**src/rtl/prescaler_multi.sv**
```systemverilog
// prescaler_multi: CHANNELS independent clock dividers whose divisors can be rewritten safely while running.
// Defining PRESCALER_DUTY_EN adds a per-channel 50% duty 'phase' output.
module prescaler_multi #(
    parameter int CHANNELS  = 4,
    parameter int WIDTH     = 16,
    parameter int RESET_DIV = 25
) (
    input  logic                                            clkin,
    input  logic                                            n_rst,
    input  logic                                            en,
    input  logic                                            cfg_valid,
    output logic                                            cfg_ready,
    input  logic [((CHANNELS > 1) ? $clog2(CHANNELS) : 1)-1:0] cfg_ch,
    input  logic [WIDTH-1:0]                                cfg_div,
    output logic [CHANNELS-1:0]                             tick,
    output logic                                            locked
`ifdef PRESCALER_DUTY_EN
    ,
    output logic [CHANNELS-1:0]                             phase
`endif
);

    localparam logic [WIDTH-1:0] RST_DIV = WIDTH'(RESET_DIV);
    localparam logic [WIDTH-1:0] ONE     = WIDTH'(1);

    logic [WIDTH-1:0]    cnt_q  [CHANNELS];
    logic [WIDTH-1:0]    cnt_d  [CHANNELS];
    logic [WIDTH-1:0]    div_q  [CHANNELS];
    logic [WIDTH-1:0]    div_d  [CHANNELS];
    logic [WIDTH-1:0]    pend_q [CHANNELS];
    logic [WIDTH-1:0]    pend_d [CHANNELS];
    logic [CHANNELS-1:0] pend_vld_q, pend_vld_d;
    logic [CHANNELS-1:0] tick_q, tick_d;
    logic [CHANNELS-1:0] seen_q, seen_d;
    logic                locked_q, locked_d;
    logic [CHANNELS-1:0] phase_q, phase_d;
    logic [CHANNELS-1:0] accept;
    logic [CHANNELS-1:0] wrap;

    // Out-of-range channel indices never match, so they read ready and are dropped.
    always_comb begin
        cfg_ready = 1'b1;
        accept    = '0;
        for (int i = 0; i < CHANNELS; i++) begin
            if (int'(cfg_ch) == i) begin
                cfg_ready = !pend_vld_q[i];
                accept[i] = cfg_valid && !pend_vld_q[i];
            end
        end
    end

    always_comb begin
        for (int i = 0; i < CHANNELS; i++) begin
            wrap[i] = (cnt_q[i] == (((div_q[i] == '0) ? ONE : div_q[i]) - ONE));
        end
    end

    // A new divisor only takes effect at a wrap (or while stopped), so no period is ever cut short.
    always_comb begin
        for (int i = 0; i < CHANNELS; i++) begin
            cnt_d[i]  = cnt_q[i];
            div_d[i]  = div_q[i];
            pend_d[i] = pend_q[i];
        end
        pend_vld_d = pend_vld_q;
        tick_d     = '0;
        seen_d     = '0;
        locked_d   = 1'b0;
        phase_d    = '0;
        if (en) begin
            phase_d = phase_q;
            for (int i = 0; i < CHANNELS; i++) begin
                if (wrap[i]) begin
                    cnt_d[i]   = '0;
                    tick_d[i]  = 1'b1;
                    phase_d[i] = !phase_q[i];
                    if (accept[i]) begin
                        div_d[i] = cfg_div;
                    end else if (pend_vld_q[i]) begin
                        div_d[i]      = pend_q[i];
                        pend_vld_d[i] = 1'b0;
                    end
                end else begin
                    cnt_d[i] = cnt_q[i] + ONE;
                    if (accept[i]) begin
                        pend_d[i]     = cfg_div;
                        pend_vld_d[i] = 1'b1;
                    end
                end
            end
            seen_d   = seen_q | tick_q;
            locked_d = locked_q || (&(seen_q | tick_q));
        end else begin
            for (int i = 0; i < CHANNELS; i++) begin
                cnt_d[i] = '0;
                if (pend_vld_q[i]) begin
                    div_d[i]      = pend_q[i];
                    pend_vld_d[i] = 1'b0;
                end
                if (accept[i]) begin
                    pend_d[i]     = cfg_div;
                    pend_vld_d[i] = 1'b1;
                end
            end
        end
    end

    always_ff @(posedge clkin or negedge n_rst) begin
        if (!n_rst) begin
            for (int i = 0; i < CHANNELS; i++) begin
                cnt_q[i]  <= '0;
                div_q[i]  <= RST_DIV;
                pend_q[i] <= '0;
            end
            pend_vld_q <= '0;
            tick_q     <= '0;
            seen_q     <= '0;
            locked_q   <= 1'b0;
            phase_q    <= '0;
        end else begin
            for (int i = 0; i < CHANNELS; i++) begin
                cnt_q[i]  <= cnt_d[i];
                div_q[i]  <= div_d[i];
                pend_q[i] <= pend_d[i];
            end
            pend_vld_q <= pend_vld_d;
            tick_q     <= tick_d;
            seen_q     <= seen_d;
            locked_q   <= locked_d;
            phase_q    <= phase_d;
        end
    end

    assign tick   = tick_q;
    assign locked = locked_q;

`ifdef PRESCALER_DUTY_EN
    assign phase = phase_q;
`else
    logic unusedPhase;
    assign unusedPhase = ^phase_q;
`endif

endmodule
```
**config.mk**
```make
export PLATFORM = sky130hd
export DESIGN_NAME = prescaler_multi
export DESIGN_NICKNAME = d
export VERILOG_FILES = /design/src/rtl/prescaler_multi.sv
export SDC_FILE = /design/constraint.sdc
export NUM_CORES = 1
export LEC_CHECK = 0
export CAP_MARGIN = 20
export CORE_MARGIN = 2
export CORE_UTILIZATION = 40
export CTS_CLUSTER_SIZE = 20
export DETAILED_ROUTE_END_ITERATION = 8
export GPL_ROUTABILITY_DRIVEN = 0
export GPL_TIMING_DRIVEN = 0
export PLACE_DENSITY_LB_ADDON = 0.12
export REMOVE_ABC_BUFFERS = 1
export SYNTH_ARGS = -nofsm -noshare
export SYNTH_HDL_FRONTEND = slang
export SYNTH_SLANG_ARGS = --single-unit
```
**constraint.sdc**
```tcl
create_clock -name clkin -period 5.84 [get_ports clkin]
set_clock_uncertainty 0.15 [all_clocks]
set_input_delay 1.752 -clock clkin [delete_from_list [all_inputs] [get_ports clkin]]
set_output_delay 1.752 -clock clkin [all_outputs]
set_load 0.02 [all_outputs]
```
==> impl_metrics.json, run 1 <==
{
  "synth.most_common_cell": "nor2_1",
  "num_vias": 12100,
  "synthDominantCellAreaShare_pct": 35.7,
  "io_buffers": 27,
  "initial_core_util_pct": 40.5,
  "p_total_w": 0.00490,
  "whs_ps": 322,
  "netlist_area_um2": 13500,
  "synthSimpleGateAreaFrac_pct": 24.3,
  "drive_gt1_share_pct": 8.62,
  "p_leak_nw": 5.89,
  "async_reset_ff_share_pct": 100,
  "vdd_drop_max_mv": 0.207,
  "placedCellCount": 1987,
  "hold_viol": 0,
  "rsz0062_at_grt": "no",
  "power_frac_comb_pct": 27.4,
  "syn_avg_cell_area_um2": 8.29,
  "drc": 0,
  "synthFlopType": "dfrtp_1",
  "switching_share_pct": 34.6,
  "reg2reg_slack_ps": 530,
  "cp_max_fo": 7,
  "synth_fa_ha_area_share_pct": 0.739,
  "cts_resized": 0,
  "synth_mux_area_share_pct": 1.86,
  "die_area_um2": 35400,
  "gr-total-overflow": 0,
  "grt.busiest_layer": "met2",
  "routed_wl_um": 39000,
  "die_h_um": 188,
  "cp.required_ps": 3940,
  "synth_area_leaders": "dfrtp_1, nor2_1, nand2_1",
  "critical_path.startpoint_type": "primary input",
  "root_buffer": "clkbuf_16",
  "grt_util_met2_pct": 35.2,
  "setup_violations": 0,
  "dp_hpwl_um": 25900,
  "synth_top_family_by_area": "simple AND/OR/NAND/NOR gates",
  "min_period_ps": 5600,
  "cts_setup_buffers": 0,
  "worst_pin_slew_ps": 1140,
  "ant_nets": 0,
  "arrival_ps": 3700,
  "yosysSeqAreaShare_pct": 38.0,
  "hp-class": "reg2reg",
  "synth_seq_cells": 205,
  "ios": 28,
  "clkSinkCount": 205,
  "power_frac_seq_pct": 39.3,
  "clk_latency_ps": 560,
  "dr.pass1.iters": 4,
  "p_int_w": 0.00321,
  "via_per_inst": 5.95,
  "netlist_top_cells_count": "nor2_1, dfrtp_1, nand2_1",
  "drt-initial-drc-count": 977,
  "clockBufferDepth": 3,
  "row_count": 67,
  "antenna_found_initial": 0,
  "p_sw_w": 0.00170,
  "htreeDepth": 1,
  "wl_per_cell_um": 19.1,
  "synth_edf_count": 0,
  "max_freq_mhz": 178,
  "synth_cells": 1634,
  "yosysWarnings": 0,
  "yosys.area.top_type": "dfrtp_1",
  "status": "finished clean",
  "use_met1_pct": 32.0,
  "antenna_cells": 0,
  "grtUsageTotal_pct": 22.3,
  "period_share_pct": 96.0,
  "die_w_um": 188,
  "power_density_nw_per_um2": 325,
  "grt_pass1_vias": 11700,
  "area_growth_pct": 11.5,
  "critPathCaptureType": "primary output",
  "cts_made_buffers": 25,
  "yosysUniqueCellTypes": 75,
  "grt_pass1_wl_um": 64600,
  "pwr-share-clk_pct": 33.2,
  "grt_max_degree": 82,
  "drv_cap": 0,
  "nets": 1600,
  "critPathKind": "in2out",
  "synth-compound-area-share_pct": 21.7,
  "stdcell_count": 2037,
  "slew_headroom_pct": 23.5,
  "core_area_um2": 33400,
  "hold_buffers": 0,
  "grt_use_met3_pct": 2.71,
  "cts_tree": "done",
  "synth_xor_area_share_pct": 8.40,
  "slew_viol_final": 0,
  "clk_pin_slew_ps": 50
}
cell type report:
cell class,count,area (µm²)
clock buffers,36,757
repair buffers,55,671
fillers,3260,18300
inverters,27,101
multi-input cells,1256,7770
flip-flops and latches,205,5140
well taps,448,561
clock inverters,10,104
registers in the layout, summed over array words and instances (netlist names):
register,cells
cnt_q,64
div_q,64
locked,1
pend_q,64
pend_vld_q,4
seen_q,4
tick,4
power groups by stage:
stage          Combinational (W)  Sequential, W  Clock (W)
2_1_floorplan           0.000962        0.00185          0
6_report                 0.00134        0.00193    0.00163
3_3_place_gp             0.00126        0.00194          0
4_1_cts                  0.00134        0.00192    0.00166
5_1_grt                  0.00152        0.00197    0.00173
3_5_place_dp             0.00134        0.00195          0
logic make-up (layout without fill, tap and decap cells):
group | after synthesis | after routing
flip-flops | 205 | 205
AND/OR/NAND/NOR | 677 | 677
XOR/XNOR | 126 | 126
buffers and inverters | 173 | 128
adder cells (fa/ha/maj) | 8 | 8
multiplexers | 23 | 23
AO/OA/AOI/OAI | 422 | 422
routing by layer:
metal / part of all wire (%) / up-vias
li1: - / 5835
met1: 48 / 5944
met2: 45 / 283
met3: 4.2 / 58
met4: 2.9 / 0
met5: 0 / -
placed cells by master, fill, tap and decap left out, types with 11 or more instances in the layout:
cell	n
a211oi_1	35
a21oi_1	44
a221o_1	14
a22oi_1	18
a311oi_1	16
a31oi_1	38
a32o_1	11
a41oi_1	17
and2_1	20
and3_1	27
clkbuf_16	25
clkdlybuf4s50_1	25
dfrtp_1	193
dfstp_2	12
inv_1	24
mux2_2	17
nand2_1	175
nand3_1	42
nand4_1	27
nor2_1	231
nor2b_1	24
nor3_1	16
nor4_1	24
o211ai_1	35
o21ai_0	61
o21bai_1	12
o22ai_1	67
or3_1	13
or4_1	31
xnor2_1	72
xor2_1	51
critical path: stages:
cell and delay (ps):
clkdlybuf4s50_1 670, nor2b_1 240, o21ai_0 100, o21ai_0 230
clkdlybuf4s50_1 700
stage by stage:
| step | setup TNS, ps | worst slack, ps | area, µm² | util, % |
|---|---|---|---|---|
| global placement | -1753720 | -6600 | 13800 | 41.3 |
| global route | 0 | 74.6 | 15100 | 45.2 |
| detailed placement | 0 | 283 | 14200 | 42.5 |
| finish | 0 | 236 | 15100 | 45.2 |
| floorplan | -3730 | -335 | 13000 | - |
| CTS | 0 | 268 | 15100 | 45.1 |
final timing paths:
kind                                       from               endpoint  depth (start not counted)
setup / recovery                      cfg_ch[0]              cfg_ready                          5
hold / removal              seen_q[1]$_DFF_PN0_    seen_q[1]$_DFF_PN0_                          2
setup reg to reg           div_q[5]$_DFFE_PN0P_  pend_q[4]$_DFFE_PN0P_                         12
hold reg to reg             seen_q[1]$_DFF_PN0_    seen_q[1]$_DFF_PN0_                          2
max in group asynchronous                 n_rst  div_q[20]$_DFFE_PN1P_                          3
min in group asynchronous                 n_rst     cnt_q[8]$_DFF_PN0_                          1
No activity file was read; power rests on OpenSTA's default activity.
==> run 2, diff against run 1 <==
- CTS_CLUSTER_SIZE: 20 -> not set
- DONT_BUFFER_PORTS: not set -> 1
- PLACE_DENSITY: not set -> 0.55
- PLACE_DENSITY_LB_ADDON: 0.12 -> not set
==> run 2 against run 1 <==
  * Sequential share of layout area increased by 0.76 points
  * Final area decreased by 2.2%
  * Core utilization decreased by 0.99 points
  * Register-to-register slack improved by 30 ps
  * Setup slack improved by 330 ps
==> impl_metrics.json, run 2 (synthesis results as in run 1) <==
{
  "reg2reg_slack_ps": 560,
  "path_buf_inv": 1,
  "drc": 0,
  "cts_made_buffers": 26,
  "cp_num_cells": 12,
  "grt_pass1_wl_um": 64200,
  "drv_cap": 0,
  "hp-class": "reg2reg",
  "hold_buffers": 0,
  "clk_latency_ps": 550,
  "clkSinkCount": 205,
  "tns_ps": 0,
  "antenna_cells": 0,
  "area_growth_pct": 9.09,
  "rr_startpoint": "div_q[5]$_DFFE_PN0P_",
  "die_w_um": 188,
  "reg_top3": "cnt_q (64), div_q (64), pend_q (64)",
  "grtUsageTotal_pct": 22.0,
  "routed_wl_um": 39000,
  "p_leak_nw": 5.73,
  "critical_path.startpoint_type": "flop",
  "power_density_nw_per_um2": 327,
  "min_period_ps": 5280,
  "grt_max_degree": 206,
  "gr-total-overflow": 0,
  "whs_ps": 330,
  "r2r_end": "pend_q[1]$_DFFE_PN0P_",
  "crit_family": "simple AND/OR/NAND/NOR gates",
  "worst_pin_slew_ps": 1100,
  "max_freq_mhz": 190,
  "slew_headroom_pct": 26.3,
  "ant_nets": 0,
  "critPathKind": "reg2reg",
  "antenna_found_initial": 0,
  "final_cell_mix": "nor2_1, dfrtp_1, nand2_1",
  "cp_max_fo": 17,
  "num_vias": 12000,
  "die_h_um": 188,
  "p_total_w": 0.00484,
  "finalWorstSetupSlack_ps": 565,
  "status": "finished clean",
  "cp.required_ps": 6100,
  "worstPathCellList": "or4_1, nor3_1, a21oi_1, ha_1, nand2b_1, o211a_1, o31ai_1, nor4b_1, nand4_1, nor2_2, buf_4, o211ai_1",
  "drt-initial-drc-count": 1068,
  "nets": 1568,
  "period_share_pct": 90.3,
  "cts_tree": "done",
  "reg2reg_depth": 12,
  "dp_slack_ps": 443,
  "max_stage_delay_ps": 730,
  "clk_pin_slew_ps": 50,
  "die_area_um2": 35400,
  "wl_per_cell_um": 19.4,
  "io_buffers": 0,
  "htreeDepth": 1,
  "grt_pass1_vias": 11600,
  "setup_violations": 0,
  "dp_hpwl_um": 25200,
  "startpoint": "div_q[5]$_DFFE_PN0P_",
  "via_per_inst": 6.01,
  "root_buffer": "clkbuf_16",
  "worst_path_max_delay_cell": "nor2_2",
  "cts_setup_buffers": 0,
  "slew_viol_final": 0,
  "fill_cells": 3277,
  "cts_resized": 0,
  "final_common_cell": "nor2_1",
  "arrival_ps": 5530,
  "hold_viol": 0,
  "dr.pass1.iters": 5,
  "vdd_drop_max_mv": 0.208,
  "drive_gt1_share_pct": 8.16,
  "critPathCaptureType": "flop",
  "clockBufferDepth": 3,
  "core_area_um2": 33400,
  "cp-endpoint": "pend_q[1]$_DFFE_PN0P_",
  "initial_core_util_pct": 40.5,
  "row_count": 67,
  "rsz0062_at_grt": "no",
  "ios": 28
}
[run 2: cell types whose count changed in the layout (fill, tap and decap cells not counted), moves of 2 or more]
cell             before  now
clkinv_2              7    2
clkbuf_8              9    7
clkdlybuf4s50_1      25    0
buf_8                 7    3
clkbuf_1              2    8
buf_4                 9    5
[run 2: worst min-delay path by stage]
stage                        start                  end  slack (ps)  cells past startpoint
2_1_floorplan  seen_q[3]$_DFF_PN0_  seen_q[3]$_DFF_PN0_         300                      2
3_3_place_gp   seen_q[3]$_DFF_PN0_  seen_q[3]$_DFF_PN0_         310                      2
3_5_place_dp   seen_q[3]$_DFF_PN0_  seen_q[3]$_DFF_PN0_         320                      2
4_1_cts        seen_q[3]$_DFF_PN0_  seen_q[3]$_DFF_PN0_         330                      2
5_1_grt        seen_q[2]$_DFF_PN0_  seen_q[2]$_DFF_PN0_         350                      2
6_report       seen_q[3]$_DFF_PN0_  seen_q[3]$_DFF_PN0_         330                      2
[run 2: power by group]
part           total (W)  switching, W  internal [W]
Sequential       0.00193      0.000285       0.00165
Clock            0.00164      0.000639      0.000996
Combinational    0.00127      0.000705      0.000568
[run 2: final cells by class]
| cell class | count | area (µm²) | area share, % |
|---|---|---|---|
| Multi-Input combinational cell | 1256 | 7790 | 52.7 |
| Sequential cell | 205 | 5140 | 34.8 |
| Clock buffer | 41 | 777 | 5.26 |
| Tap cell | 448 | 561 | 3.79 |
| Timing Repair Buffer | 22 | 314 | 2.13 |
| Inverter | 27 | 101 | 0.686 |
| Clock inverter | 6 | 93.8 | 0.635 |
[run 2: metrics by stage]
stage,instance area (µm²),instances,util [%]
after floorplan,13000,1488,-
after global placement,13500,1936,40.4
after detailed placement,13900,1955,41.5
after CTS,14700,2002,44.1
after global routing,14800,2005,44.2
final,14800,2005,44.2
[run 2: worst register-to-register path, stage by stage (launching register included)]
cell	delay, ps
dfrtp_1	490
or4_1	720
nor3_1	550
a21oi_1	170
ha_1	260
nand2b_1	170
o211a_1	130
o31ai_1	340
nor4b_1	350
nand4_1	710
nor2_2	740
buf_4	270
o211ai_1	100
[run 2: per-layer routing]
metal,global-route usage [%],part of all wire (%),vias to the layer above
met1,32.1,48,5936
li1,-,-,5767
met3,2.98,4.7,59
met2,34.2,45,286
met4,5.75,2.3,0
met5,0,0,-
==> run 3, diff against run 2 <==
- CORE_MARGIN: 2 -> not set
==> run 3 against run 2 <==
  * Cell count hardly changed
  * Maximum frequency is 0.30% lower
  * Sequential share of layout area is 0.11 points higher
  * Core utilization is 0.14 points lower
  * Count of clock-buffer cells in the layout is 4 lower
  * Via count is 0.43% lower
  * Register-to-register slack worse by 20 ps
  * Setup slack worse by 16 ps
  * Routed wire length is 0.63% lower
  * Non-clock buffer count is 1 lower
  * Critical endpoint unchanged
  * Highest routed layer unchanged
==> impl_metrics.json, run 3 (synthesis results as in run 1) <==
{
  "status": "finished clean",
  "grt_pass1_vias": 11400,
  "io_buffers": 0,
  "root_buffer": "clkbuf_16",
  "path_buf_inv": 1,
  "cts_tree": "done",
  "grt_max_degree": 206,
  "worstPathCellList": "or4_1, nor3_1, a21oi_1, ha_1, nand2b_1, o211a_1, o31ai_1, nor4b_1, nand4_1, nor2_2, buf_4, o211ai_1",
  "hold_buffers": 0,
  "gr-total-overflow": 0,
  "die_area_um2": 34600,
  "holdPathEnd": "seen_q[1]$_DFF_PN0_",
  "rsz0062_at_grt": "no",
  "via_per_inst": 5.99,
  "tns_ps": 0,
  "nets": 1566,
  "arrival_ps": 5550,
  "rr_startpoint": "div_q[5]$_DFFE_PN0P_",
  "final_common_cell": "nor2_1",
  "antenna_cells": 0,
  "critPathKind": "reg2reg",
  "wl_per_cell_um": 19.3,
  "die_h_um": 186,
  "reg_top3": "cnt_q (64), div_q (64), pend_q (64)",
  "final_cell_mix": "nor2_1, dfrtp_1, nand2_1",
  "reg2reg_slack_ps": 550,
  "hold_viol": 0,
  "reg2reg_depth": 12,
  "row_count": 67,
  "crit_family": "simple AND/OR/NAND/NOR gates",
  "worst_pin_slew_ps": 1110,
  "antenna_found_initial": 2,
  "htreeDepth": 1,
  "drc": 0,
  "ios": 28,
  "max_stage_delay_ps": 730,
  "min_from": "seen_q[1]$_DFF_PN0_",
  "initial_core_util_pct": 40.5,
  "min_period_ps": 5290,
  "cp_max_fo": 17,
  "slew_headroom_pct": 25.5,
  "whs_ps": 329,
  "max_freq_mhz": 189,
  "cts_made_buffers": 25,
  "clk_latency_ps": 550,
  "dp_hpwl_um": 25000,
  "grtUsageTotal_pct": 22.7,
  "vdd_drop_max_mv": 0.217,
  "cp.required_ps": 6100,
  "worst_path_max_delay_cell": "or4_1",
  "setup_violations": 0,
  "critical_path.startpoint_type": "flop",
  "die_w_um": 186,
  "cts_setup_buffers": 0,
  "period_share_pct": 90.6,
  "dr.pass1.iters": 5,
  "hp-class": "reg2reg",
  "critPathCaptureType": "flop",
  "core_area_um2": 33400,
  "clkSinkCount": 205,
  "r2r_end": "pend_q[1]$_DFFE_PN0P_",
  "ant_nets": 0,
  "area_growth_pct": 8.75,
  "drt-initial-drc-count": 1074,
  "p_leak_nw": 5.72,
  "clockBufferDepth": 3,
  "hold_path_depth": 2,
  "num_vias": 12000,
  "post-route-util_pct": 44.0,
  "drive_gt1_share_pct": 8.17,
  "routed_wl_um": 38700,
  "dp_slack_ps": 484,
  "power_density_nw_per_um2": 327,
  "drv_cap": 0,
  "finalWorstSetupSlack_ps": 549,
  "slew_viol_final": 0,
  "clk_pin_slew_ps": 60,
  "grt_pass1_wl_um": 63000
}
==> run 3: worst max path at each step <==
stage | start | end | slack, ps | cells after the start
finish | div_q[5]$_DFFE_PN0P_ | pend_q[1]$_DFFE_PN0P_ | 550 | 12
detailed placement | div_q[5]$_DFFE_PN0P_ | pend_q[14]$_DFFE_PN0P_ | 480 | 12
global route | div_q[5]$_DFFE_PN0P_ | pend_q[1]$_DFFE_PN0P_ | 120 | 12
CTS | div_q[5]$_DFFE_PN0P_ | pend_q[1]$_DFFE_PN0P_ | 480 | 12
floorplan | cfg_valid | div_q[47]$_DFFE_PN0P_ | -330 | 6
global placement | cfg_valid | div_q[47]$_DFFE_PN0P_ | -2430 | 6
==> run 3: metal layers <==
| metal | routed length (µm) | global-route usage [%] | vias to the layer above | part of all wire, % |
|---|---|---|---|---|
| li1 | - | - | 5771 | - |
| met1 | 18300 | 32.5 | 5815 | 47 |
| met2 | 17200 | 34.9 | 341 | 44 |
| met3 | 2110 | 3.66 | 69 | 5.4 |
| met4 | 1060 | 6.85 | 0 | 2.7 |
| met5 | 0 | 0 | - | 0 |
==> run 3: area by class of cell <==
| cell class | instances | area (µm²) |
|---|---|---|
| Clock buffer | 37 | 741 |
| Clock inverter | 9 | 105 |
| Fill cell | 3260 | 18700 |
| Inverter | 27 | 101 |
| Multi-Input combinational cell | 1256 | 7780 |
| Sequential cell | 205 | 5140 |
| Tap cell | 448 | 561 |
| Timing Repair Buffer | 21 | 299 |
==> run 3: where the power goes <==
group | internal [W] | total (W) | switching, W
clock network | 0.000965 | 0.00161 | 0.000649
registers | 0.00164 | 0.00193 | 0.000283
logic | 0.000567 | 0.00127 | 0.000701
==> run 3: worst reg2reg max path: cells and delay by family (launching register included) <==
family / cells / cell delay [ps]
AOI/OAI and AO/OA: 4 / 750
and+or+nand+nor: 6 / 3260
adders and majority gates: 1 / 270
DFF: 1 / 480
buffers and inverters: 1 / 270
==> run 3: timing repair <==
| action | in CTS | in global routing |
|---|---|---|
| setup endpoints to repair | 0 | 8 |
| resized for setup | 0 | 1 |
| hold endpoints to repair | 0 | 0 |
==> run 3: per-stage QoR <==
stage | total power (W) | area (µm²) | cells
finish | 0.00481 | 14700 | 2003
floorplan | 0.00282 | 13000 | 1488
CTS | 0.00484 | 14700 | 2002
global route | 0.00510 | 14700 | 2003
detailed placement | 0.00320 | 13900 | 1956
global placement | 0.00310 | 13500 | 1936
